`config.mk`:
```
export PLATFORM = sky130hd
export DESIGN_NAME = pipe_hazard_ctrl_flat
export DESIGN_NICKNAME = d
export VERILOG_FILES = /design/src/rtl/pipe_ctrl_pkg.sv /design/src/rtl/pipe_hazard_ctrl_if.sv /design/src/rtl/hazard_detect.sv /design/src/rtl/pipe_hazard_ctrl.sv /design/src/flat_wrapper.sv
export SDC_FILE = /design/constraint.sdc
export NUM_CORES = 1
export LEC_CHECK = 0
export ABC_CLOCK_PERIOD_IN_PS = 1900
export BUFFER_PORTS_ARGS = -buffer_cell sky130_fd_sc_hd__buf_2
export CAP_MARGIN = 20
export CORE_ASPECT_RATIO = 1.2
export CORE_MARGIN = 3
export CORE_UTILIZATION = 35
export DETAILED_ROUTE_END_ITERATION = 12
export GPL_ROUTABILITY_DRIVEN = 0
export PLACE_DENSITY = 0.62
export SLEW_MARGIN = 20
export SYNTH_ARGS = -nofsm -noshare
export SYNTH_HDL_FRONTEND = slang
export SYNTH_HIERARCHICAL = 1
export SYNTH_SLANG_ARGS = --single-unit
```
`constraint.sdc`:
```
create_clock -name clk -period 1.9 [get_ports clk]
set_input_delay 0.285 -clock clk [delete_from_list [all_inputs] [get_ports clk]]
set_output_delay 0.285 -clock clk [all_outputs]
set_load 0.1 [all_outputs]
```
`src/rtl/pipe_ctrl_pkg.sv`:
```
// Shared types and constants for the 5-stage pipeline sequencer.
// Holds the FSM state enum, the stage write-enable bundle and the field widths.
package pipe_ctrl_pkg;

    localparam int unsigned REG_AW = 5;
    localparam int unsigned WAIT_W = 8;

    typedef enum logic [1:0] {
        StRun,
        StMemWait,
        StHalt
    } state_e;

    typedef struct packed {
        logic pc;
        logic if_id;
        logic id_ex;
        logic ex_mem;
        logic mem_wb;
    } stage_en_t;

    localparam stage_en_t EnAll  = 5'b11111;
    localparam stage_en_t EnNone = 5'b00000;

endpackage

```
`src/rtl/pipe_hazard_ctrl_if.sv`:
```
// Hazard, branch and data-memory handshake bundle between the datapath and the sequencer.
// The master is the datapath/memory side; the slave is pipe_hazard_ctrl.
interface pipe_hazard_ctrl_if
    import pipe_ctrl_pkg::*;
#(
    parameter int unsigned CNT_W = 16
);

    logic [REG_AW-1:0] id_rs;
    logic [REG_AW-1:0] id_rt;
    logic              id_uses_rt;
    logic              ex_mem2r;
    logic              ex_regw;
    logic [REG_AW-1:0] ex_rd;
    logic              branch_taken;
    logic              mem_req;
    logic              dm_ack;
    logic              dm_req;
    logic              pc_wr;
    logic              if_id_wr;
    logic              id_ex_wr;
    logic              ex_mem_wr;
    logic              mem_wb_wr;
    logic              if_id_flush;
    logic              id_ex_flush;
    logic              dm_timeout;
    logic [CNT_W-1:0]  stall_cnt;
    logic [CNT_W-1:0]  flush_cnt;

    modport master (
        output id_rs, id_rt, id_uses_rt, ex_mem2r, ex_regw, ex_rd,
        output branch_taken, mem_req, dm_ack,
        input  dm_req, pc_wr, if_id_wr, id_ex_wr, ex_mem_wr, mem_wb_wr,
        input  if_id_flush, id_ex_flush, dm_timeout, stall_cnt, flush_cnt
    );

    modport slave (
        input  id_rs, id_rt, id_uses_rt, ex_mem2r, ex_regw, ex_rd,
        input  branch_taken, mem_req, dm_ack,
        output dm_req, pc_wr, if_id_wr, id_ex_wr, ex_mem_wr, mem_wb_wr,
        output if_id_flush, id_ex_flush, dm_timeout, stall_cnt, flush_cnt
    );

endinterface

```
`src/rtl/hazard_detect.sv`:
```
// Load-use hazard detection between the load in EX and the instruction in ID.
// Writes to r0 never create a dependency.
module hazard_detect
    import pipe_ctrl_pkg::*;
(
    input  logic [REG_AW-1:0] id_rs,
    input  logic [REG_AW-1:0] id_rt,
    input  logic              id_uses_rt,
    input  logic              ex_mem2r,
    input  logic              ex_regw,
    input  logic [REG_AW-1:0] ex_rd,
    output logic              lu
);

    logic rs_match;
    logic rt_match;

    always_comb begin
        rs_match = (ex_rd == id_rs);
        rt_match = id_uses_rt && (ex_rd == id_rt);
        lu       = ex_mem2r && ex_regw && (ex_rd != '0) && (rs_match || rt_match);
    end

endmodule

```
`src/rtl/pipe_hazard_ctrl.sv`:
```
// Pipeline sequencer: stage enables, bubbles and flushes from load-use, taken branches
// and the data-memory handshake, plus stall/flush statistics and a memory-timeout fault.
module pipe_hazard_ctrl
    import pipe_ctrl_pkg::*;
#(
    parameter int unsigned TIMEOUT = 255,
    parameter int unsigned CNT_W   = 16
) (
    input  logic               clk,
    input  logic               rst,
    pipe_hazard_ctrl_if.slave  bus
);

    state_e            state_q, state_d;
    logic [WAIT_W-1:0] wait_cnt_q, wait_cnt_d;
    logic              dm_timeout_q, dm_timeout_d;
    logic [CNT_W-1:0]  stall_cnt_q, flush_cnt_q;

    logic      lu;
    stage_en_t en;
    logic      if_id_flush;
    logic      id_ex_flush;
    logic      dm_req;
    logic      flush_evt;

    hazard_detect u_hazard_detect (
        .id_rs      (bus.id_rs),
        .id_rt      (bus.id_rt),
        .id_uses_rt (bus.id_uses_rt),
        .ex_mem2r   (bus.ex_mem2r),
        .ex_regw    (bus.ex_regw),
        .ex_rd      (bus.ex_rd),
        .lu         (lu)
    );

    always_ff @(posedge clk or posedge rst) begin
        if (rst) begin
            state_q      <= StRun;
            wait_cnt_q   <= '0;
            dm_timeout_q <= 1'b0;
        end else begin
            state_q      <= state_d;
            wait_cnt_q   <= wait_cnt_d;
            dm_timeout_q <= dm_timeout_d;
        end
    end

    always_comb begin
        state_d      = state_q;
        wait_cnt_d   = wait_cnt_q;
        dm_timeout_d = dm_timeout_q;
        case (state_q)
            StRun: begin
                if (bus.mem_req && !bus.dm_ack) begin
                    state_d    = StMemWait;
                    wait_cnt_d = WAIT_W'(1);
                end
            end
            StMemWait: begin
                if (bus.dm_ack) begin
                    state_d = StRun;
                end else if (wait_cnt_q == WAIT_W'(TIMEOUT)) begin
                    state_d      = StHalt;
                    dm_timeout_d = 1'b1;
                end else begin
                    wait_cnt_d = wait_cnt_q + WAIT_W'(1);
                end
            end
            StHalt: begin
                state_d = StHalt;
            end
            default: begin
                state_d = StRun;
            end
        endcase
    end

    // Branch/load-use resolution is shared by RUN and the ack cycle of MEM_WAIT.
    always_comb begin
        en          = EnNone;
        if_id_flush = 1'b0;
        id_ex_flush = 1'b0;
        dm_req      = 1'b0;
        flush_evt   = 1'b0;
        case (state_q)
            StRun, StMemWait: begin
                dm_req = (state_q == StMemWait) ? 1'b1 : bus.mem_req;
                if (bus.dm_ack || (state_q == StRun && !bus.mem_req)) begin
                    en = EnAll;
                    if (bus.branch_taken) begin
                        if_id_flush = 1'b1;
                        id_ex_flush = 1'b1;
                        flush_evt   = 1'b1;
                    end else if (lu) begin
                        en.pc       = 1'b0;
                        en.if_id    = 1'b0;
                        id_ex_flush = 1'b1;
                    end
                end
            end
            default: begin
                en = EnNone;
            end
        endcase
    end

    always_ff @(posedge clk or posedge rst) begin
        if (rst) begin
            stall_cnt_q <= '0;
            flush_cnt_q <= '0;
        end else begin
            if (!en.pc && stall_cnt_q != '1) begin
                stall_cnt_q <= stall_cnt_q + CNT_W'(1);
            end
            if (flush_evt && flush_cnt_q != '1) begin
                flush_cnt_q <= flush_cnt_q + CNT_W'(1);
            end
        end
    end

    // Outputs are forced low while rst is held, independent of the register state.
    always_comb begin
        bus.pc_wr       = en.pc && !rst;
        bus.if_id_wr    = en.if_id && !rst;
        bus.id_ex_wr    = en.id_ex && !rst;
        bus.ex_mem_wr   = en.ex_mem && !rst;
        bus.mem_wb_wr   = en.mem_wb && !rst;
        bus.if_id_flush = if_id_flush && !rst;
        bus.id_ex_flush = id_ex_flush && !rst;
        bus.dm_req      = dm_req && !rst;
        bus.dm_timeout  = dm_timeout_q;
        bus.stall_cnt   = stall_cnt_q;
        bus.flush_cnt   = flush_cnt_q;
    end

endmodule

```
`src/flat_wrapper.sv`:
```
// flat-port wrapper written by rule: the top's interface ports become plain ports
module pipe_hazard_ctrl_flat import pipe_ctrl_pkg::*;
#(
    parameter int unsigned TIMEOUT = 255,
    parameter int unsigned CNT_W   = 16
)
  (clk, rst, bus_id_rs, bus_id_rt, bus_id_uses_rt, bus_ex_mem2r, bus_ex_regw, bus_ex_rd, bus_branch_taken, bus_mem_req, bus_dm_ack, bus_dm_req, bus_pc_wr, bus_if_id_wr, bus_id_ex_wr, bus_ex_mem_wr, bus_mem_wb_wr, bus_if_id_flush, bus_id_ex_flush, bus_dm_timeout, bus_stall_cnt, bus_flush_cnt);
  pipe_hazard_ctrl_if #(.CNT_W(CNT_W)) bus_i ();
  input  logic clk;
  input  logic rst;
  input wire logic [$bits(bus_i.id_rs)-1:0] bus_id_rs;
  input wire logic [$bits(bus_i.id_rt)-1:0] bus_id_rt;
  input wire logic [$bits(bus_i.id_uses_rt)-1:0] bus_id_uses_rt;
  input wire logic [$bits(bus_i.ex_mem2r)-1:0] bus_ex_mem2r;
  input wire logic [$bits(bus_i.ex_regw)-1:0] bus_ex_regw;
  input wire logic [$bits(bus_i.ex_rd)-1:0] bus_ex_rd;
  input wire logic [$bits(bus_i.branch_taken)-1:0] bus_branch_taken;
  input wire logic [$bits(bus_i.mem_req)-1:0] bus_mem_req;
  input wire logic [$bits(bus_i.dm_ack)-1:0] bus_dm_ack;
  output wire logic [$bits(bus_i.dm_req)-1:0] bus_dm_req;
  output wire logic [$bits(bus_i.pc_wr)-1:0] bus_pc_wr;
  output wire logic [$bits(bus_i.if_id_wr)-1:0] bus_if_id_wr;
  output wire logic [$bits(bus_i.id_ex_wr)-1:0] bus_id_ex_wr;
  output wire logic [$bits(bus_i.ex_mem_wr)-1:0] bus_ex_mem_wr;
  output wire logic [$bits(bus_i.mem_wb_wr)-1:0] bus_mem_wb_wr;
  output wire logic [$bits(bus_i.if_id_flush)-1:0] bus_if_id_flush;
  output wire logic [$bits(bus_i.id_ex_flush)-1:0] bus_id_ex_flush;
  output wire logic [$bits(bus_i.dm_timeout)-1:0] bus_dm_timeout;
  output wire logic [$bits(bus_i.stall_cnt)-1:0] bus_stall_cnt;
  output wire logic [$bits(bus_i.flush_cnt)-1:0] bus_flush_cnt;
  assign bus_i.id_rs = bus_id_rs;
  assign bus_i.id_rt = bus_id_rt;
  assign bus_i.id_uses_rt = bus_id_uses_rt;
  assign bus_i.ex_mem2r = bus_ex_mem2r;
  assign bus_i.ex_regw = bus_ex_regw;
  assign bus_i.ex_rd = bus_ex_rd;
  assign bus_i.branch_taken = bus_branch_taken;
  assign bus_i.mem_req = bus_mem_req;
  assign bus_i.dm_ack = bus_dm_ack;
  assign bus_dm_req = bus_i.dm_req;
  assign bus_pc_wr = bus_i.pc_wr;
  assign bus_if_id_wr = bus_i.if_id_wr;
  assign bus_id_ex_wr = bus_i.id_ex_wr;
  assign bus_ex_mem_wr = bus_i.ex_mem_wr;
  assign bus_mem_wb_wr = bus_i.mem_wb_wr;
  assign bus_if_id_flush = bus_i.if_id_flush;
  assign bus_id_ex_flush = bus_i.id_ex_flush;
  assign bus_dm_timeout = bus_i.dm_timeout;
  assign bus_stall_cnt = bus_i.stall_cnt;
  assign bus_flush_cnt = bus_i.flush_cnt;
  pipe_hazard_ctrl #(.TIMEOUT(TIMEOUT), .CNT_W(CNT_W)) u_core (.clk(clk), .rst(rst), .bus(bus_i));
endmodule
```
# --- Word-level counts from Yosys, hierarchy flattened ---
# Index checks and enable logic that the tools add are counted.
totals:
  regBits: 43
  elab_cells: 70
op_classes:
  n_addsub: 3
  eq_ne: 11
  muxes: 21
  bitwise_logic: 1
  reduce_logical: 29
op_table:
  columns: ["op", "n"]
  rows:
  - ["$add 16x1->16 const B", 2]
  - ["$ne 16x16->1 const B", 2]
  - ["$mux 8", 3]
  - ["$logic_and 1x1->1", 16]
  - ["$pmux 8 s2", 1]
  - ["$eq 5x5->1", 2]
  - ["$mux 2", 5]
  - ["$mux 5", 2]
  - ["$mux 1", 9]
  - ["$add 8x1->8 const B", 1]
  - ["$eq 8x8->1 const B", 1]
  - ["$pmux 2 s3", 1]
  - ["$reduce_bool 5->1", 1]
  - ["$logic_not 1->1", 4]
  - ["$ne 2x2->1 const B", 2]
  - ["$reduce_and 4->1", 1]
  - ["$ne 3x2->1 const B", 1]
  - ["$reduce_and 3->1", 1]
  - ["$eq 2x1->1 const B", 1]
  - ["$eq 2x2->1 const B", 1]
  - ["$logic_not 2->1", 1]
  - ["$logic_or 1x1->1", 2]
  - ["$ne 2x1->1 const B", 1]
  - ["$reduce_and 2->1", 1]
  - ["3 further kinds", 3]

# --- Depth between registers and ports, before layout ---
depth:
  word_depth: 10
  mapped_depth: 9

# --- Modules after synthesis ---
# The synthesis kept the hierarchy.
by_module_without_submodules:
  columns: ["mod", "instances", "cells_each", "area_each_um2"]
  rows:
  - ["pipe_hazard_ctrl", 1, 219, 2297.2]
  - ["hazard_detect", 1, 17, 133.9]

# --- Worst setup path after synthesis ---
# OpenSTA, ideal clock, no wires.
synth_path:
  path_type: "in2out"
  startpoint: "in bus_ex_rd[2]"
  endpoint: "out bus_pc_wr"
  t_arrival_ns: 4.714
  slack_ns: -3.099
  path_stages: 6
  path_buffers: 1
  path_cell_list: "or4_1 > o211ai_2 > a21oi_1 > nor2b_1 > nor4_1 > buf_4"
synth_via:
  elab_chain_cells: 9
  word_cells_on_any_way: 12
  classes_between: "2 x eq/ne; 4 x mux; 6 x reduce/logical"
synth_lines:
  columns: ["element", "line_no", "text"]
  rows:
  - ["start, declared", "flat_wrapper.sv:16", "input wire logic [$bits(bus_i.ex_rd)-1:0] bus_ex_rd;"]
  - ["$eq 5x5->1", "hazard_detect.sv:20", "rt_match = id_uses_rt && (ex_rd == id_rt);"]
  - ["$logic_and 1x1->1", "hazard_detect.sv:20", null]
  - ["$logic_or 1x1->1", "hazard_detect.sv:21", "lu = ex_mem2r && ex_regw && (ex_rd != '0) && (rs_match || rt_match);"]
  - ["$logic_and 1x1->1 (*)", "hazard_detect.sv:21", null]
  - ["net u_core.lu", "pipe_hazard_ctrl.sv:19", "logic lu;"]
  - ["$mux 2 (*)", "pipe_hazard_ctrl.sv:94", "end else if (lu) begin"]
  - ["$mux 2 (*)", "pipe_hazard_ctrl.sv:90", "if (bus.branch_taken) begin"]
  - ["$mux 5 (*)", "pipe_hazard_ctrl.sv:88", "if (bus.dm_ack || (state_q == StRun && !bus.mem_req)) begin"]
  - ["$mux 5 (*)", "pipe_hazard_ctrl.sv:85", "case (state_q)"]
  - ["$logic_and 1x1->1 (*)", "pipe_hazard_ctrl.sv:123", "bus.pc_wr = en.pc && !rst;"]
  - ["end, declared", "flat_wrapper.sv:21", "output wire logic [$bits(bus_i.pc_wr)-1:0] bus_pc_wr;"]
# The timed path passes the listed nets; every way through them passes the cells marked *.

# --- Worst setup path in the final report ---
layout_path:
  startpoint: "in bus_ex_rd[1]"
  endpoint: "out bus_if_id_wr"
layout_via:
  elab_chain_cells: 9
  word_cells_on_any_way: 12
  classes_between: "2 x eq/ne; 4 x mux; 6 x reduce/logical"
layout_lines:
  columns: ["element", "line_no", "text"]
  rows:
  - ["$eq 5x5->1", "hazard_detect.sv:20", null]
  - ["$logic_and 1x1->1", "hazard_detect.sv:20", null]
  - ["$logic_or 1x1->1", "hazard_detect.sv:21", null]
  - ["$logic_and 1x1->1 (*)", "hazard_detect.sv:21", null]
  - ["net u_core.lu", "pipe_hazard_ctrl.sv:19", null]
  - ["$mux 2 (*)", "pipe_hazard_ctrl.sv:94", null]
  - ["$mux 2 (*)", "pipe_hazard_ctrl.sv:90", null]
  - ["$mux 5 (*)", "pipe_hazard_ctrl.sv:88", null]
  - ["$mux 5 (*)", "pipe_hazard_ctrl.sv:85", null]
  - ["$logic_and 1x1->1 (*)", "pipe_hazard_ctrl.sv:124", "bus.if_id_wr = en.if_id && !rst;"]
  - ["end, declared", "flat_wrapper.sv:22", "output wire logic [$bits(bus_i.if_id_wr)-1:0] bus_if_id_wr;"]
# Marks and branches as above.

==> reports/qor.csv <==
metric,value,unit
grt-ovfl-total,0,
track_usage,0.155,
ir_drop,0.000975,V
vias,2125,
violations,negative setup slack,
io_buffer_count,63,
fp.dieW,82.1,um
drt-initial-drc-count,101,
synth_seq_area_share,0.443,
final_common_cell,buf_2,
crit_path_start,bus_ex_rd[1],
pwr-share-seq,0.367,
hold_violations,0,
antenna_found_initial,0,
synthToLayoutAreaGrowth,38.0,%
slowest_stage,or4_4,
p_sw,1.95,mW
post-dp-hpwl,4490,um
routed_wl,5840,um
synthArstFlopShare,1.00,
yosysWarningCount,6,
critPathCaptureType,primary output,
n_antenna_cell,0,
cts_hold_buf,0,
worstMarginPinSlew,837,ps
start_kind,input pin,
post-place-ws,-601,ps
grt_pass1_wl,10100,um
finalCritPeriodShare,1.14,
clk_path_buf_depth,2,
finalSetupTns,-2320,ps
rr_startpoint,u_core/state_q[0],
regToRegSetupSlack,70,ps
path_delay_family,simple AND/OR/NAND/NOR gates,
p_per_area,1110,mW/mm2
finalClockSkew,5.38,ps
coreArea,0.00657,mm2
rows,32,
drt-vias-per-instance,5.22,
clock_sinks,43,
reg2reg_to,u_core/bus.stall_cnt[1],
intPower,1.77,mW
rr_worst_depth,4,
synth_top_flop_cell,dfrtp_1,
setup_slack,-274,ps
drtAntennaViolNets,0,
crit_chain,buf_6 -> or4_4 -> o211ai_2 -> a21oi_2 -> nor2b_4 -> buf_6 -> nor4_4 -> buf_4 -> buf_12,
power.share.combinational,0.483,
totalPowerFinal,3.72,mW
design.die.area,0.00799,mm2
start_util,0.370,
drive_gt1_frac,0.478,
ys_types,44,
hold_path.class,in2async,
setup-violations-final,15,
cts_tree,built,
worstPathRequired,1620,ps
max_freq,460,MHz
htree_num_levels,2,
drt_pass1_iterations,4,
switching_share,0.525,
worst-path-stages,9,
cts_made_buffers,5,
syn_area,0.00243,mm2
slew_violations,0,
p_leak,1.51,nW
syn_area_per_cell,10.3,um2
insertion_delay,290,ps
fin_util,0.511,
ys_ff_latch,43,
drc,0,
critPathMaxStageDelay,520,ps
io_pins,64,
outcome,finished with violations,
synth_nets,262,
worstSetupPathType,in2out,
endpoint,bus_if_id_wr,
cts_root_buffer,clkbuf_8,
final_cell_mix,"buf_2 (54), xor2_1 (29), dfrtp_2 (25)",
synth-edff-count,0,
cp_common_cell,buf_6,
rsz0062_at_grt,true,
period_needed,2170,ps
path_buf_inv,4,
relSlewSlack,0.439,
netlist_instances,236,
path_max_fanout,2,
path_clk_slew,80,ps
grt_max_degree,28,
finalNetCount,347,
grt_pass1_vias,2189,
die_h,97.3,um
routedWlPerCell,14.3,um
cap_violations,0,
cp.arrival,1890,ps
p_clk_frac,0.150,
-- cell type report --
cell class / instances / area (um2)
timing repair buffer: 85 / 609
multi-input combinational: 182 / 1410
fill: 603 / 3210
clock inverter: 1 / 5.00
clock buffer: 7 / 76.3
sequential: 43 / 1140
tap: 85 / 106
inverter: 4 / 15.0
-- Yosys cell counts (4+ instances only) --
cell      count  share of area
nor4_1        4          0.010
xnor2_1       7          0.025
xor2_1       29           0.10
nand3_1      21          0.043
dfrtp_1      43           0.44
nand4_1      13          0.033
inv_1         4         0.0062
nand2_1      12          0.019
buf_4         4          0.012
nand2b_1      5          0.013
nor3_1       16          0.033
and3_1        7          0.018
nor2_1        7          0.011
o31ai_1       6          0.019
-- worst min path at each step --
stage | cells after the start | to | from | slack (ps)
6_report | 3 | u_core/bus.stall_cnt[1] | rst | 120
5_1_grt | 3 | u_core/bus.stall_cnt[1] | rst | 140
4_1_cts | 3 | u_core/bus.stall_cnt[1] | rst | 120
3_5_place_dp | 3 | u_core/bus.stall_cnt[1] | rst | 420
3_3_place_gp | 3 | u_core/wait_cnt_q[4] | rst | 420
2_1_floorplan | 1 | u_core/wait_cnt_q[4] | bus_dm_ack | 380
-- power by group through the flow --
stage          Combinational, mW  Sequential, mW  Clock, mW
2_1_floorplan              0.451            2.37          0
3_3_place_gp                1.78            1.38          0
3_5_place_dp                1.79            1.38          0
4_1_cts                     1.81            1.36      0.587
5_1_grt                     1.89            1.41      0.621
6_report                    1.80            1.36      0.557
-- per-layer routing --
layer | track usage | vias to the layer above | part of all wire
met5 | 0 | - | 0
met3 | 0.0278 | 10 | 0.044
met2 | 0.255 | 58 | 0.51
met4 | 0.0460 | 0 | 0.012
li1 | - | 1043 | -
met1 | 0.205 | 1014 | 0.44
-- logic make-up after synthesis --
group / count (synthesis) / synth area share
AND/OR/NAND/NOR: 111 / 0.275
flip-flops: 43 / 0.443
XOR/XNOR: 36 / 0.130
AO/OA/AOI/OAI: 25 / 0.0798
buffers and inverters: 11 / 0.0247
multiplexers: 7 / 0.0329
adder cells (fa/ha/maj): 3 / 0.0154
-- metrics by stage --
| stage | cells | hold WS (ps) | area, um2 |
|---|---|---|---|
| 2_1_floorplan | 236 | 384 | 2610 |
| 3_3_place_gp | 398 | 415 | 3220 |
| 3_5_place_dp | 398 | 425 | 3220 |
| 4_1_cts | 407 | 116 | 3340 |
| 5_1_grt | 407 | 136 | 3350 |
| 6_report | 407 | 117 | 3350 |
-- registers in the layout, summed over array words and instances (netlist names) --
register	flops
u_core/bus.dm_timeout	1
u_core/bus.flush_cnt	16
u_core/bus.stall_cnt	16
u_core/state_q	2
u_core/wait_cnt_q	8
-- what timing repair did --
| item | CTS | global route |
|---|---|---|
| pin swaps | 9 | 2 |
| buffers inserted | 1 | 0 |
| gates resized for setup | 8 | 3 |
| setup endpoints to repair | 20 | 23 |
| gates cloned | 0 | 0 |
-- tightest hold or removal path, delay by kind of cell --
kind,cells,cell delay [ps]
buffers and inverters,3,490
Note: power is estimated with default switching activity, not from simulation.
